===== config.mk =====
export PLATFORM = sky130hd
export DESIGN_NAME = prog_loader
export DESIGN_NICKNAME = d
export VERILOG_FILES = /design/src/rtl/prog_loader_pkg.sv /design/src/rtl/prog_word_asm.sv /design/src/rtl/prog_loader.sv
export SDC_FILE = /design/constraint.sdc
export NUM_CORES = 1
export LEC_CHECK = 0
export ABC_AREA = 1
export CAP_MARGIN = 20
export CORE_MARGIN = 5
export CORE_UTILIZATION = 40
export CTS_CLUSTER_DIAMETER = 120
export DETAILED_ROUTE_END_ITERATION = 12
export HOLD_SLACK_MARGIN = 0.02
export PLACE_DENSITY = 0.61
export SETUP_SLACK_MARGIN = 0.15
export SLEW_MARGIN = 20
export SYNTH_ARGS = -nofsm -noshare
export SYNTH_HDL_FRONTEND = slang
export SYNTH_SLANG_ARGS = --single-unit

===== constraint.sdc =====
create_clock -name clk -period 2.56 [get_ports clk]
set_input_delay 0.512 -clock clk [delete_from_list [all_inputs] [get_ports clk]]
set_output_delay 0.512 -clock clk [all_outputs]
set_load 0.005 [all_outputs]

===== src/rtl/prog_loader_pkg.sv =====
// Shared definitions for the program loader and the instruction-store users.
// Holds the loader state encoding and the instruction word / pointer widths.
package prog_loader_pkg;

    localparam int unsigned INST_W = 20;
    localparam int unsigned IPTR_W = 9;

    typedef enum logic [3:0] {
        S_IDLE   = 4'd0,
        S_LEN_LO = 4'd1,
        S_LEN_HI = 4'd2,
        S_B0     = 4'd3,
        S_B1     = 4'd4,
        S_B2     = 4'd5,
        S_CHK    = 4'd6,
        S_DONE   = 4'd7,
        S_ERR    = 4'd8
    } ld_state_e;

endpackage


===== src/rtl/prog_word_asm.sv =====
// Instruction word assembler: captures B0/B1 of a word and combines them with
// the B2 byte currently on the stream.
// Ports:
//   clk, reset     clock and asynchronous active-high reset
//   b0_we_i        capture data_i as B0
//   b1_we_i        capture data_i as B1
//   data_i         stream byte (B2 when the word is being completed)
//   word_c_o       {data_i[3:0], B1, B0}
//   nib_err_c_o    data_i[7:4] non-zero (illegal B2)
module prog_word_asm
    import prog_loader_pkg::*;
#(
    parameter int unsigned IW = INST_W
) (
    input  logic          clk,
    input  logic          reset,
    input  logic          b0_we_i,
    input  logic          b1_we_i,
    input  logic [7:0]    data_i,
    output logic [IW-1:0] word_c_o,
    output logic          nib_err_c_o
);

    logic [7:0] b0_q;
    logic [7:0] b1_q;

    // Low bytes of the word under assembly
    always_ff @(posedge clk or posedge reset) begin
        if (reset) begin
            b0_q <= 8'h00;
            b1_q <= 8'h00;
        end else begin
            if (b0_we_i) b0_q <= data_i;
            if (b1_we_i) b1_q <= data_i;
        end
    end

    assign word_c_o    = IW'({data_i[3:0], b1_q, b0_q});
    assign nib_err_c_o = |data_i[7:4];

endmodule


===== src/rtl/prog_loader.sv =====
// Byte-stream program loader: receives a framed byte stream, writes 20-bit
// words into instruction RAM and holds the core in reset until a frame with a
// correct checksum has been loaded.
// Ports:
//   clk, reset            clock and asynchronous active-high reset
//   start                 arms a load from IDLE/DONE/ERR
//   in_data/in_valid      stream byte and its valid
//   in_ready              registered; byte transfers when in_valid && in_ready
//   wr_en/wr_addr/wr_data instruction RAM write port
//   cpu_hold              1 keeps the core in reset
//   load_done / err       outcome of the last frame
module prog_loader
    import prog_loader_pkg::*;
#(
    parameter int unsigned IW    = INST_W,
    parameter int unsigned AW    = IPTR_W,
    parameter int unsigned DEPTH = 512
) (
    input  logic          clk,
    input  logic          reset,
    input  logic          start,
    input  logic [7:0]    in_data,
    input  logic          in_valid,
    output logic          in_ready,
    output logic          wr_en,
    output logic [AW-1:0] wr_addr,
    output logic [IW-1:0] wr_data,
    output logic          cpu_hold,
    output logic          load_done,
    output logic          err
);

    // One extra bit so a full DEPTH-word count does not wrap
    localparam int unsigned CW = AW + 1;

    ld_state_e     state_q, state_d;
    logic          in_ready_q, in_ready_d;
    logic          wr_en_q, wr_en_d;
    logic [AW-1:0] wr_addr_q, wr_addr_d;
    logic [IW-1:0] wr_data_q, wr_data_d;
    logic          cpu_hold_q, cpu_hold_d;
    logic          load_done_q, load_done_d;
    logic          err_q, err_d;
    logic [15:0]   len_q, len_d;
    logic [CW-1:0] cnt_q, cnt_d;
    logic [7:0]    xor_q, xor_d;

    logic          xfer;
    logic          b0_we, b1_we;
    logic [IW-1:0] word_c;
    logic          nib_err_c;
    logic [15:0]   len_n;

    prog_word_asm #(.IW(IW)) u_word_asm (
        .clk         (clk),
        .reset       (reset),
        .b0_we_i     (b0_we),
        .b1_we_i     (b1_we),
        .data_i      (in_data),
        .word_c_o    (word_c),
        .nib_err_c_o (nib_err_c)
    );

    assign xfer = in_valid && in_ready_q;

    // State and output registers
    always_ff @(posedge clk or posedge reset) begin
        if (reset) begin
            state_q     <= S_IDLE;
            in_ready_q  <= 1'b0;
            wr_en_q     <= 1'b0;
            wr_addr_q   <= '0;
            wr_data_q   <= '0;
            cpu_hold_q  <= 1'b1;
            load_done_q <= 1'b0;
            err_q       <= 1'b0;
            len_q       <= 16'h0000;
            cnt_q       <= '0;
            xor_q       <= 8'h00;
        end else begin
            state_q     <= state_d;
            in_ready_q  <= in_ready_d;
            wr_en_q     <= wr_en_d;
            wr_addr_q   <= wr_addr_d;
            wr_data_q   <= wr_data_d;
            cpu_hold_q  <= cpu_hold_d;
            load_done_q <= load_done_d;
            err_q       <= err_d;
            len_q       <= len_d;
            cnt_q       <= cnt_d;
            xor_q       <= xor_d;
        end
    end

    // Next-state and output logic
    always_comb begin
        state_d     = state_q;
        wr_en_d     = 1'b0;
        wr_addr_d   = wr_addr_q;
        wr_data_d   = wr_data_q;
        cpu_hold_d  = cpu_hold_q;
        load_done_d = load_done_q;
        err_d       = err_q;
        len_d       = len_q;
        cnt_d       = cnt_q;
        xor_d       = xor_q;
        b0_we       = 1'b0;
        b1_we       = 1'b0;
        len_n       = {in_data, len_q[7:0]};

        // Checksum covers every frame byte before CHK
        if (xfer && state_q != S_CHK) begin
            xor_d = xor_q ^ in_data;
        end

        case (state_q)
            S_IDLE, S_DONE, S_ERR: begin
                if (start) begin
                    state_d     = S_LEN_LO;
                    load_done_d = 1'b0;
                    err_d       = 1'b0;
                    cpu_hold_d  = 1'b1;
                    xor_d       = 8'h00;
                    cnt_d       = '0;
                end
            end
            S_LEN_LO: begin
                if (xfer) begin
                    len_d[7:0] = in_data;
                    state_d    = S_LEN_HI;
                end
            end
            S_LEN_HI: begin
                if (xfer) begin
                    len_d[15:8] = in_data;
                    if (32'(len_n) > DEPTH) begin
                        state_d    = S_ERR;
                        err_d      = 1'b1;
                        cpu_hold_d = 1'b1;
                    end else if (len_n == 16'h0000) begin
                        state_d = S_CHK;
                    end else begin
                        state_d = S_B0;
                    end
                end
            end
            S_B0: begin
                if (xfer) begin
                    b0_we   = 1'b1;
                    state_d = S_B1;
                end
            end
            S_B1: begin
                if (xfer) begin
                    b1_we   = 1'b1;
                    state_d = S_B2;
                end
            end
            S_B2: begin
                if (xfer) begin
                    if (nib_err_c) begin
                        state_d    = S_ERR;
                        err_d      = 1'b1;
                        cpu_hold_d = 1'b1;
                    end else begin
                        wr_en_d   = 1'b1;
                        wr_addr_d = cnt_q[AW-1:0];
                        wr_data_d = word_c;
                        cnt_d     = cnt_q + CW'(1);
                        state_d   = (16'(cnt_d) < len_q) ? S_B0 : S_CHK;
                    end
                end
            end
            S_CHK: begin
                if (xfer) begin
                    if (in_data == xor_q) begin
                        state_d     = S_DONE;
                        load_done_d = 1'b1;
                        cpu_hold_d  = 1'b0;
                    end else begin
                        state_d    = S_ERR;
                        err_d      = 1'b1;
                        cpu_hold_d = 1'b1;
                    end
                end
            end
            default: begin
                state_d = S_IDLE;
            end
        endcase

        // CHK waits until the last word's write strobe has gone out
        in_ready_d = (state_d inside {S_LEN_LO, S_LEN_HI, S_B0, S_B1, S_B2}) ||
                     (state_d == S_CHK && !wr_en_d);
    end

    assign in_ready  = in_ready_q;
    assign wr_en     = wr_en_q;
    assign wr_addr   = wr_addr_q;
    assign wr_data   = wr_data_q;
    assign cpu_hold  = cpu_hold_q;
    assign load_done = load_done_q;
    assign err       = err_q;

endmodule


==> out/qor.yml, run 1 <==
logic_synthesis:
  synth_common_cells: "nand2_1 (160), dfrtp_1 (87), o21ai_0 (51)"
  ys_warn_count: 0
  avgSynthCellArea_um2: 8.35
  synth_area_leaders: "dfrtp_1 (53%), nand2_1 (15%), o21ai_0 (6.2%), inv_1 (4.4%), nor2_1 (3.2%)"
  synthDistinctLibCells: 33
  synth_fp_nets: 517
  synth-seq-area-share: 0.533
  synth_top_cell_area_share: 0.527
  ys.flop_type: "dfrtp_1"
  ys_ff_latch: 88
  yosysMostFrequentCell: "nand2_1"
  yosysTopAreaCell: "dfrtp_1"
  syn_area_um2: 4130
  synth_edf_count: 0
  syn-instance-count: 495
  async_flop_share: 1.00
global_routing:
  top_usage_layer: "met2"
  use_met1: 0.232
  track_usage: 0.167
  grt_antenna_before_repair: 0
  grtUsageMet3: 0.0511
  grt_max_degree: 40
  met2_usage: 0.253
  grt_pass1_wl_um: 16800
  grt-ovfl-total: 0
  grt_pass1_vias: 3416
clock_tree:
  clk_latency_ps: 380
  path_clk_slew_ps: 90
  hold_buffers: 0
  cts-buffers-inserted: 9
  cts_max_path_buffers: 2
  cts-root-buf: "clkbuf_8"
  clock-sinks: 88
  cts_tree: "built"
  htreeDepth: 3
hold_path:
  min_path_type: "reg2reg"
floorplan:
  die_y_um: 112
  ios: 46
  die_w_um: 112
  core.rowCount: 37
  start_util: 0.406
  dieArea_um2: 12500
  core_region_area_um2: 10200
critical_path:
  crit_fanout: 3
  ff2ff_setup_slack_ps: 120
  cp_data_required_time_ps: 2830
  crit-reg2reg-capture: "in_ready$_DFF_PP0_"
  cp-startpoint: "cnt_q[0]$_DFFE_PP0P_"
  rr_worst_depth: 18
  reg2reg_from: "cnt_q[0]$_DFFE_PP0P_"
  crit_type: "reg2reg"
  worstPathArrival_ps: 2720
  worstSetupEndpointType: "flip-flop"
  startpoint_type: "flip-flop"
  critPathCapture: "in_ready$_DFF_PP0_"
detailed_routing:
  avgRoutedWirePerCell_um: 13.7
  num_vias: 3486
  firstDrtPassIters: 4
  wirelength_um: 9790
  remaining_drc_errors: 0
  drtIter0Drc: 156
  via_per_inst: 4.89
  ant_nets: 0
final_layout:
  fill_cells: 978
  antenna-diode-count: 0
  stdcell_area_um2: 5280
  drive_gt1_frac: 0.161
  syn2layout_area_growth_pct: 27.9
  fin_nets: 594
run_status:
  status: "finished, final reports clean"
timing:
  rsz0062_at_grt: "yes"
  max_slew_margin: 0.603
  final-hold-violation-count: 0
  tightestPinTransition_ps: 594
  setup_ws_ps: 116
  fin_skew_ps: 12.5
  finalCriticalPeriod_ps: 2440
  fin_crit_sh: 0.955
  max_freq_ghz: 0.409
  setup_viol: 0
  slew_viol_final: 0
placement:
  numPortBuffers: 45
  gp_congestion: 0.816
  place_area_um2: 4880
  post-place-ws_ps: 29.1
  post-dp-hpwl_um: 6830
pwr:
  p_per_area_nw_per_um2: 829
  p_leak_nw: 2.65
  ir_worst_vdd_v: 0.000539
run:
  drv_cap: 0
-- routing by layer --
layer | vias up | routed length, um
met5 | - | 0
met4 | 0 | 138
met3 | 12 | 468
met2 | 73 | 4560
met1 | 1663 | 4620
li1 | 1738 | -
-- cells by family after synthesis --
group,after synthesis,synth area share
AOI/OAI and AO/OA,82,0.109
xor gates and xnor gates,10,0.0212
adders and majority gates,10,0.0303
buffers and inverters,70,0.0648
DFF,88,0.533
and+or+nand+nor,235,0.241
-- state kept, by name (all words and copies together), names as in the netlist --
| signal | count |
|---|---|
| load_done | 1 |
| wr_addr | 9 |
| err | 1 |
| u_word_asm.b1_q | 8 |
| cpu_hold | 1 |
| in_ready | 1 |
| u_word_asm.b0_q | 8 |
| len_q | 16 |
| wr_data | 20 |
| state_q | 4 |
| cnt_q | 10 |
| xor_q | 8 |
| wr_en | 1 |
-- power breakdown --
group	internal, W	switching, W	leakage [nW]
logic	0.000588	0.000809	1.39
clock network	0.000411	0.000542	0.0959
registers	0.00177	0.000257	1.16
-- worst min-delay path by stage --
stage	to	from	depth (start not counted)	slack (ps)
floorplan	wr_data[0]$_DFFE_PP0P_	u_word_asm.b0_q[0]$_DFFE_PP0P_	2	440
global placement	wr_data[12]$_DFFE_PP0P_	u_word_asm.b1_q[4]$_DFFE_PP0P_	2	450
detailed placement	wr_data[12]$_DFFE_PP0P_	u_word_asm.b1_q[4]$_DFFE_PP0P_	2	460
CTS	wr_data[3]$_DFFE_PP0P_	u_word_asm.b0_q[3]$_DFFE_PP0P_	2	480
global route	wr_data[12]$_DFFE_PP0P_	u_word_asm.b1_q[4]$_DFFE_PP0P_	2	510
finish	wr_data[3]$_DFFE_PP0P_	u_word_asm.b0_q[3]$_DFFE_PP0P_	2	470
-- what timing repair did --
item / CTS / global route
buffers inserted: 7 / 7
pin swaps: 16 / 15
endpoints found under the setup margin: 2 / 3
gates resized for setup: 15 / 8
-- per-stage QoR --
step	std cells	util	total power (W)	hold WS (ps)	setup TNS [ps]
detailed placement	683	0.479	0.00338	462	0
finish	713	0.519	0.00438	475	0
floorplan	495	-	0.00295	442	0
global placement	683	0.479	0.00333	453	0
global route	713	0.519	0.00473	510	-48.5
CTS	706	0.509	0.00438	482	0
-- placed cells by master, fill, tap and decap left out, types with 3 or more instances in the layout --
master / count
xor2_2: 3
nand3_1: 13
a21oi_1: 8
buf_4: 32
o21ai_1: 4
clkdlybuf4s50_1: 45
nand2_2: 9
inv_2: 10
a211oi_1: 8
ha_1: 7
xnor2_1: 5
o21ai_0: 51
nand4_1: 7
nand2_1: 154
dfrtp_1: 87
clkbuf_8: 11
nor2_1: 34
nor3_1: 3
o22ai_1: 4
nor2_2: 3
inv_1: 45
-- critical path: stages, from the launching register on --
cell	delay, ps
dfrtp_1	420
ha_2	210
nand2_2	60
inv_2	60
nand4_1	130
buf_4	190
xor2_2	160
inv_1	60
ha_1	270
nand2_1	60
o21a_1	170
nand2_2	70
nand2_2	60
nand3_2	60
nand2_2	60
a21oi_2	150
nand2_1	70
nand2_1	60
inv_1	30
-- area by class of cell --
cell class	instances	area (um2)	share of cell area
clock buffers	11	151	0.0287
well taps	136	170	0.0322
multi-input cells	337	1770	0.335
repair buffers	79	731	0.138
inverters	57	218	0.0412
clock inverters	5	38.8	0.00734
flip-flops and latches	88	2200	0.417
(Power assumes the default switching activity.)
==> run 2, diff against run 1 <==
Settings changed: CORE_ASPECT_RATIO from default to 0.7.
==> out/qor.yml, run 2 (synthesized netlist as in run 1, its figures left out) <==
run_status:
  status: "finished, final reports clean"
hold_path:
  min_from: "u_word_asm.b0_q[3]$_DFFE_PP0P_"
  min_path_type: "reg2reg"
floorplan:
  core.rowCount: 31  # -16%
  ios: 46  # unchanged
  start_util: 0.405  # -0.000647
  dieArea_um2: 12500  # +0.26%
  die_y_um: 95.0  # -15%
  core_region_area_um2: 10200  # +0.16%
  die_w_um: 131  # +18%
detailed_routing:
  via_per_inst: 4.87  # -0.45%
  drtIter0Drc: 272  # +74%
  firstDrtPassIters: 5  # +1
  wirelength_um: 9800  # about the same
  num_vias: 3446  # -1.1%
  ant_nets: 0  # unchanged
  avgRoutedWirePerCell_um: 13.8  # +0.75%
  remaining_drc_errors: 0  # unchanged
placement:
  post-dp-hpwl_um: 6780  # -0.67%
  dp.cells: 679  # -0.59%
  gp_congestion: 0.870  # +6.6%
  numPortBuffers: 45  # unchanged
  place_area_um2: 4860  # -0.36%
  post-place-ws_ps: 22.5  # -6.59 ps
critical_path:
  startpoint_type: "flip-flop"
  crit_type: "reg2reg"
  cp-startpoint: "cnt_q[5]$_DFFE_PP0P_"
  worstPathArrival_ps: 2660  # -60 ps
  cp_data_required_time_ps: 2790  # -40 ps
  worstSetupEndpointType: "flip-flop"
  crit_fanout: 4  # +1
  reg2reg_from: "cnt_q[5]$_DFFE_PP0P_"
global_routing:
  grt_pass1_vias: 3448  # +0.94%
  grt_antenna_before_repair: 0  # unchanged
  track_usage: 0.166  # -0.000403
  grt_pass1_wl_um: 16700  # -0.45%
  grt_max_degree: 89  # +120%
  grt-ovfl-total: 0  # unchanged
timing:
  tightestPinTransition_ps: 589  # -4.85 ps
  fin_crit_sh: 0.949  # -0.00575
  slew_viol_final: 0  # unchanged
  max_slew_margin: 0.607  # +0.00324
  final-hold-violation-count: 0  # unchanged
  finalCriticalPeriod_ps: 2430  # -14.7 ps
  max_freq_ghz: 0.412  # +0.61%
  fin_skew_ps: 6.29  # -6.23 ps
  rsz0062_at_grt: "yes"
  setup_ws_ps: 130  # +14.7 ps
  setup_viol: 0  # unchanged
clock_tree:
  htreeDepth: 3  # unchanged
  hold_buffers: 0  # unchanged
  cts-buffers-inserted: 9  # unchanged
  clk_latency_ps: 340  # -40 ps
  clock-sinks: 88  # unchanged
  cts_tree: "built"
  path_clk_slew_ps: 70  # -20 ps
  cts_max_path_buffers: 2  # unchanged
  cts-root-buf: "clkbuf_16"
pwr:
  p_leak_nw: 2.66  # +0.38%
  p_per_area_nw_per_um2: 878  # +5.9%
  ir_worst_vdd_v: 0.000406  # -25%
final_layout:
  fill_cells: 957  # -2.1%
  stdcell_area_um2: 5330  # +0.95%
  syn2layout_area_growth_pct: 29.1
  layout.cells.non_filler: 708  # -0.70%
  layout_common_cells: "nand2_1 (154), dfrtp_1 (87), o21ai_0 (51)"
  fin_nets: 593  # -0.17%
  final_common_cell: "nand2_1"
  drive_gt1_frac: 0.158  # -0.00319
  largest_reg_flops: 20  # unchanged
  antenna-diode-count: 0  # unchanged
run:
  drv_cap: 0  # unchanged
-- run 2: final timing paths --
path	depth (start not counted)	endpoint	slack, ps
setup / recovery	17	in_ready$_DFF_PP0_	130
hold / removal	2	wr_data[3]$_DFFE_PP0P_	470
setup reg to reg	17	in_ready$_DFF_PP0_	130
hold reg to reg	2	wr_data[3]$_DFFE_PP0P_	470
max in group asynchronous	3	cpu_hold$_DFFE_PP1P_	1530
min in group asynchronous	3	wr_data[11]$_DFFE_PP0P_	650
-- run 2: routing by layer --
metal | GRT usage | vias to the layer above | part of all wire
met4 | 0.0462 | 0 | 0.012
li1 | - | 1738 | -
met2 | 0.251 | 95 | 0.42
met1 | 0.235 | 1599 | 0.50
met5 | 0 | - | 0
met3 | 0.0501 | 14 | 0.063
-- run 2: final cells by class --
type / count / area, um2 / area share
clock buffer: 11 / 243 / 0.0455
clock inverter: 5 / 38.8 / 0.00727
inverter: 57 / 218 / 0.0408
multi-input combinational: 337 / 1750 / 0.329
sequential: 88 / 2200 / 0.413
tap: 132 / 165 / 0.0310
timing repair buffer: 78 / 711 / 0.133
-- run 2: stage by stage --
stage,hold WS [ps],power (W),util,setup TNS (ps)
after floorplan,442,0.00295,-,0
final,474,0.00468,0.523,0
after global placement,461,0.00333,0.477,0
after CTS,479,0.00468,0.516,0
after detailed placement,462,0.00338,0.477,0
after global routing,505,0.00504,0.523,-76.4
-- run 2: worst max-delay path, cell delays in order, from the launching register on --
cell	delay [ps]
dfrtp_1	360
inv_1	90
or4_4	560
xor2_2	170
inv_1	100
ha_4	280
nand2_1	60
o21a_1	180
nand2_1	80
nand2_2	60
nand2_1	60
nand2_1	60
nand2_2	80
nand2_2	40
clkinv_1	40
nand2_1	40
nand2_1	50
inv_1	40
-- run 2: what timing repair did --
| action | 4_1_cts | 5_1_grt |
|---|---|---|
| endpoints found under the setup margin | 2 | 3 |
| gates cloned | 0 | 0 |
| setup buffers | 10 | 3 |
| gates resized for setup | 11 | 10 |
| pin swaps | 10 | 10 |
-- run 2: power breakdown --
group          switching [W]  internal [W]
Sequential          0.000249       0.00177
Clock               0.000556      0.000692
Combinational       0.000820      0.000591
Total                0.00163       0.00306
==> run 3, diff against run 2 <==
Settings changed: CELL_PAD_IN_SITES_DETAIL_PLACEMENT from default to 2, CELL_PAD_IN_SITES_GLOBAL_PLACEMENT from default to 2, CORE_UTILIZATION 40 to 30, PLACE_DENSITY 0.61 to 0.74.
==> out/qor.yml, run 3 (synthesized netlist as in run 1, its figures left out) <==
critical_path:
  worstPathArrival_ps: 2770  # +110 ps
  crit_type: "reg2reg"
  worstSetupEndpointType: "flip-flop"
  crit_fanout: 3  # -1
  startpoint_type: "flip-flop"
  cp_data_required_time_ps: 2800  # about the same
detailed_routing:
  wirelength_um: 13100  # +34%
  ant_nets: 0  # unchanged
  drtIter0Drc: 141  # -48%
  num_vias: 3586  # +4.1%
  firstDrtPassIters: 4  # -1
  avgRoutedWirePerCell_um: 17.2  # +25%
  via_per_inst: 4.72  # -3.1%
  remaining_drc_errors: 0  # unchanged
timing:
  tightestPinTransition_ps: 614  # +24.2 ps
  finalCriticalPeriod_ps: 2520  # +93.9 ps
  holdWs_ps: 480  # +5.51 ps
  rsz0062_at_grt: "yes"
  final.setup.tns_ps: 0  # unchanged
  fin_crit_sh: 0.986  # +0.0367
  max_slew_margin: 0.590  # -0.0161
  setup_viol: 0  # unchanged
  setup_ws_ps: 36.3  # -93.9 ps
  slew_viol_final: 0  # unchanged
  max_freq_ghz: 0.396  # -3.7%
  final-hold-violation-count: 0  # unchanged
  fin_skew_ps: 6.15  # -0.135 ps
clock_tree:
  cts-root-buf: "clkbuf_16"
  cts_tree: "built"
  clock-sinks: 88  # unchanged
  cts-buffers-inserted: 9  # unchanged
  cts_max_path_buffers: 2  # unchanged
  htreeDepth: 3  # unchanged
  hold_buffers: 0  # unchanged
  path_clk_slew_ps: 70  # about the same
  clk_latency_ps: 340  # about the same
pwr:
  p_per_area_nw_per_um2: 910  # +3.6%
  p_leak_nw: 2.67  # +0.68%
  ir_worst_vdd_v: 0.000359  # -12%
placement:
  numPortBuffers: 45  # unchanged
  gp_congestion: 0.817  # -6.1%
  dp.cells: 737  # +8.5%
  post-dp-hpwl_um: 9750  # +44%
  post-place-ws_ps: -96.3  # -119 ps
floorplan:
  core.rowCount: 35  # +13%
  dieArea_um2: 16300  # +30%
  start_util: 0.310  # -0.0947
  die_y_um: 108  # +14%
  core_region_area_um2: 13300  # +31%
  die_w_um: 150  # +14%
  ios: 46  # unchanged
final_layout:
  syn2layout_area_growth_pct: 30.7
  layout.cells.non_filler: 760  # +7.3%
  final_common_cell: "nand2_1"
  antenna-diode-count: 0  # unchanged
  fill_cells: 1531  # +60%
  final_util: 0.406  # -0.117
  drive_gt1_frac: 0.150  # -0.00842
  layout_common_cells: "nand2_1 (154), dfrtp_1 (87), o21ai_0 (51)"
  fin_nets: 592  # -0.17%
  largest_reg_flops: 20  # unchanged
hold_path:
  min_path_type: "reg2reg"
global_routing:
  grt_pass1_wl_um: 21700  # +30%
  grt-ovfl-total: 0  # unchanged
  grt_pass1_vias: 4035  # +17%
  grt_max_degree: 51  # -43%
  track_usage: 0.173  # +0.00653
  grt_antenna_before_repair: 0  # unchanged
run_status:
  status: "finished, final reports clean"
run:
  drv_cap: 0  # unchanged
## run 3: changes by cell type in the layout (fill, tap and decap cells not counted), moves of 2 or more
cell	delta
inv_2	-2
inv_1	+2
ha_4	-2
xor2_2	-2
xor2_1	+2
buf_4	-2
## run 3: layer usage
metal / share of wire / global-route usage / up-vias
met2: 0.47 / 0.289 / 50
li1: - / - / 1734
met3: 0.032 / 0.0394 / 11
met5: 0 / 0 / -
met4: 0.0076 / 0.0372 / 0
met1: 0.49 / 0.231 / 1791
## run 3: cell type report
cell class                      count  area (um2)  area share
Clock inverter                      5        61.3      0.0114
Tap cell                          185         231      0.0429
Multi-Input combinational cell    337        1720       0.318
Sequential cell                    88        2200       0.408
Timing Repair Buffer               77         716       0.133
Inverter                           57         218      0.0403
Clock buffer                       11         253      0.0468
## run 3: path summary, 6_finish.rpt
path | startpoint | endpoint | slack [ps] | cells after the start
worst max-delay path | cnt_q[0]$_DFFE_PP0P_ | in_ready$_DFF_PP0_ | 40 | 17
worst min-delay path | u_word_asm.b0_q[6]$_DFFE_PP0P_ | wr_data[6]$_DFFE_PP0P_ | 480 | 2
min in group asynchronous | reset | wr_addr[7]$_DFFE_PP0P_ | 550 | 2
worst max register to register | cnt_q[0]$_DFFE_PP0P_ | in_ready$_DFF_PP0_ | 40 | 17
max in group asynchronous | reset | cpu_hold$_DFFE_PP1P_ | 1330 | 3
worst min register to register | u_word_asm.b0_q[6]$_DFFE_PP0P_ | wr_data[6]$_DFFE_PP0P_ | 480 | 2
## run 3: repair_timing
item	4_1_cts	5_1_grt
pin swaps	13	11
hold endpoints to repair	0	0
setup endpoints to repair	2	3
resized for setup	11	5
setup buffers	5	2
## run 3: worst max-delay path, stage by stage (launching register included)
cell and delay [ps]:
dfrtp_1 400, ha_2 210, nand2_2 70, inv_2 60, nand4_1 160, nor2_1 140, nand2_1 90, xor2_2 160
inv_1 70, ha_2 170, a21oi_2 50, or3b_4 400, nand3_2 70, nand2_2 60, a21oi_2 150, nand2_1 70
nand2_1 70, inv_1 30
## run 3: metrics by stage
| step | power (W) | instance area (um2) |
|---|---|---|
| floorplan | 0.00295 | 4140 |
| global placement | 0.00339 | 4980 |
| detailed placement | 0.00353 | 4980 |
| CTS | 0.00499 | 5360 |
| global route | 0.00528 | 5400 |
| finish | 0.00491 | 5400 |
## run 3: where the power goes
group	total (W)	internal, W	switching, W
Clock	0.00139	0.000817	0.000573
Combinational	0.00148	0.000573	0.000906
Sequential	0.00204	0.00177	0.000267
Total	0.00491	0.00316	0.00175
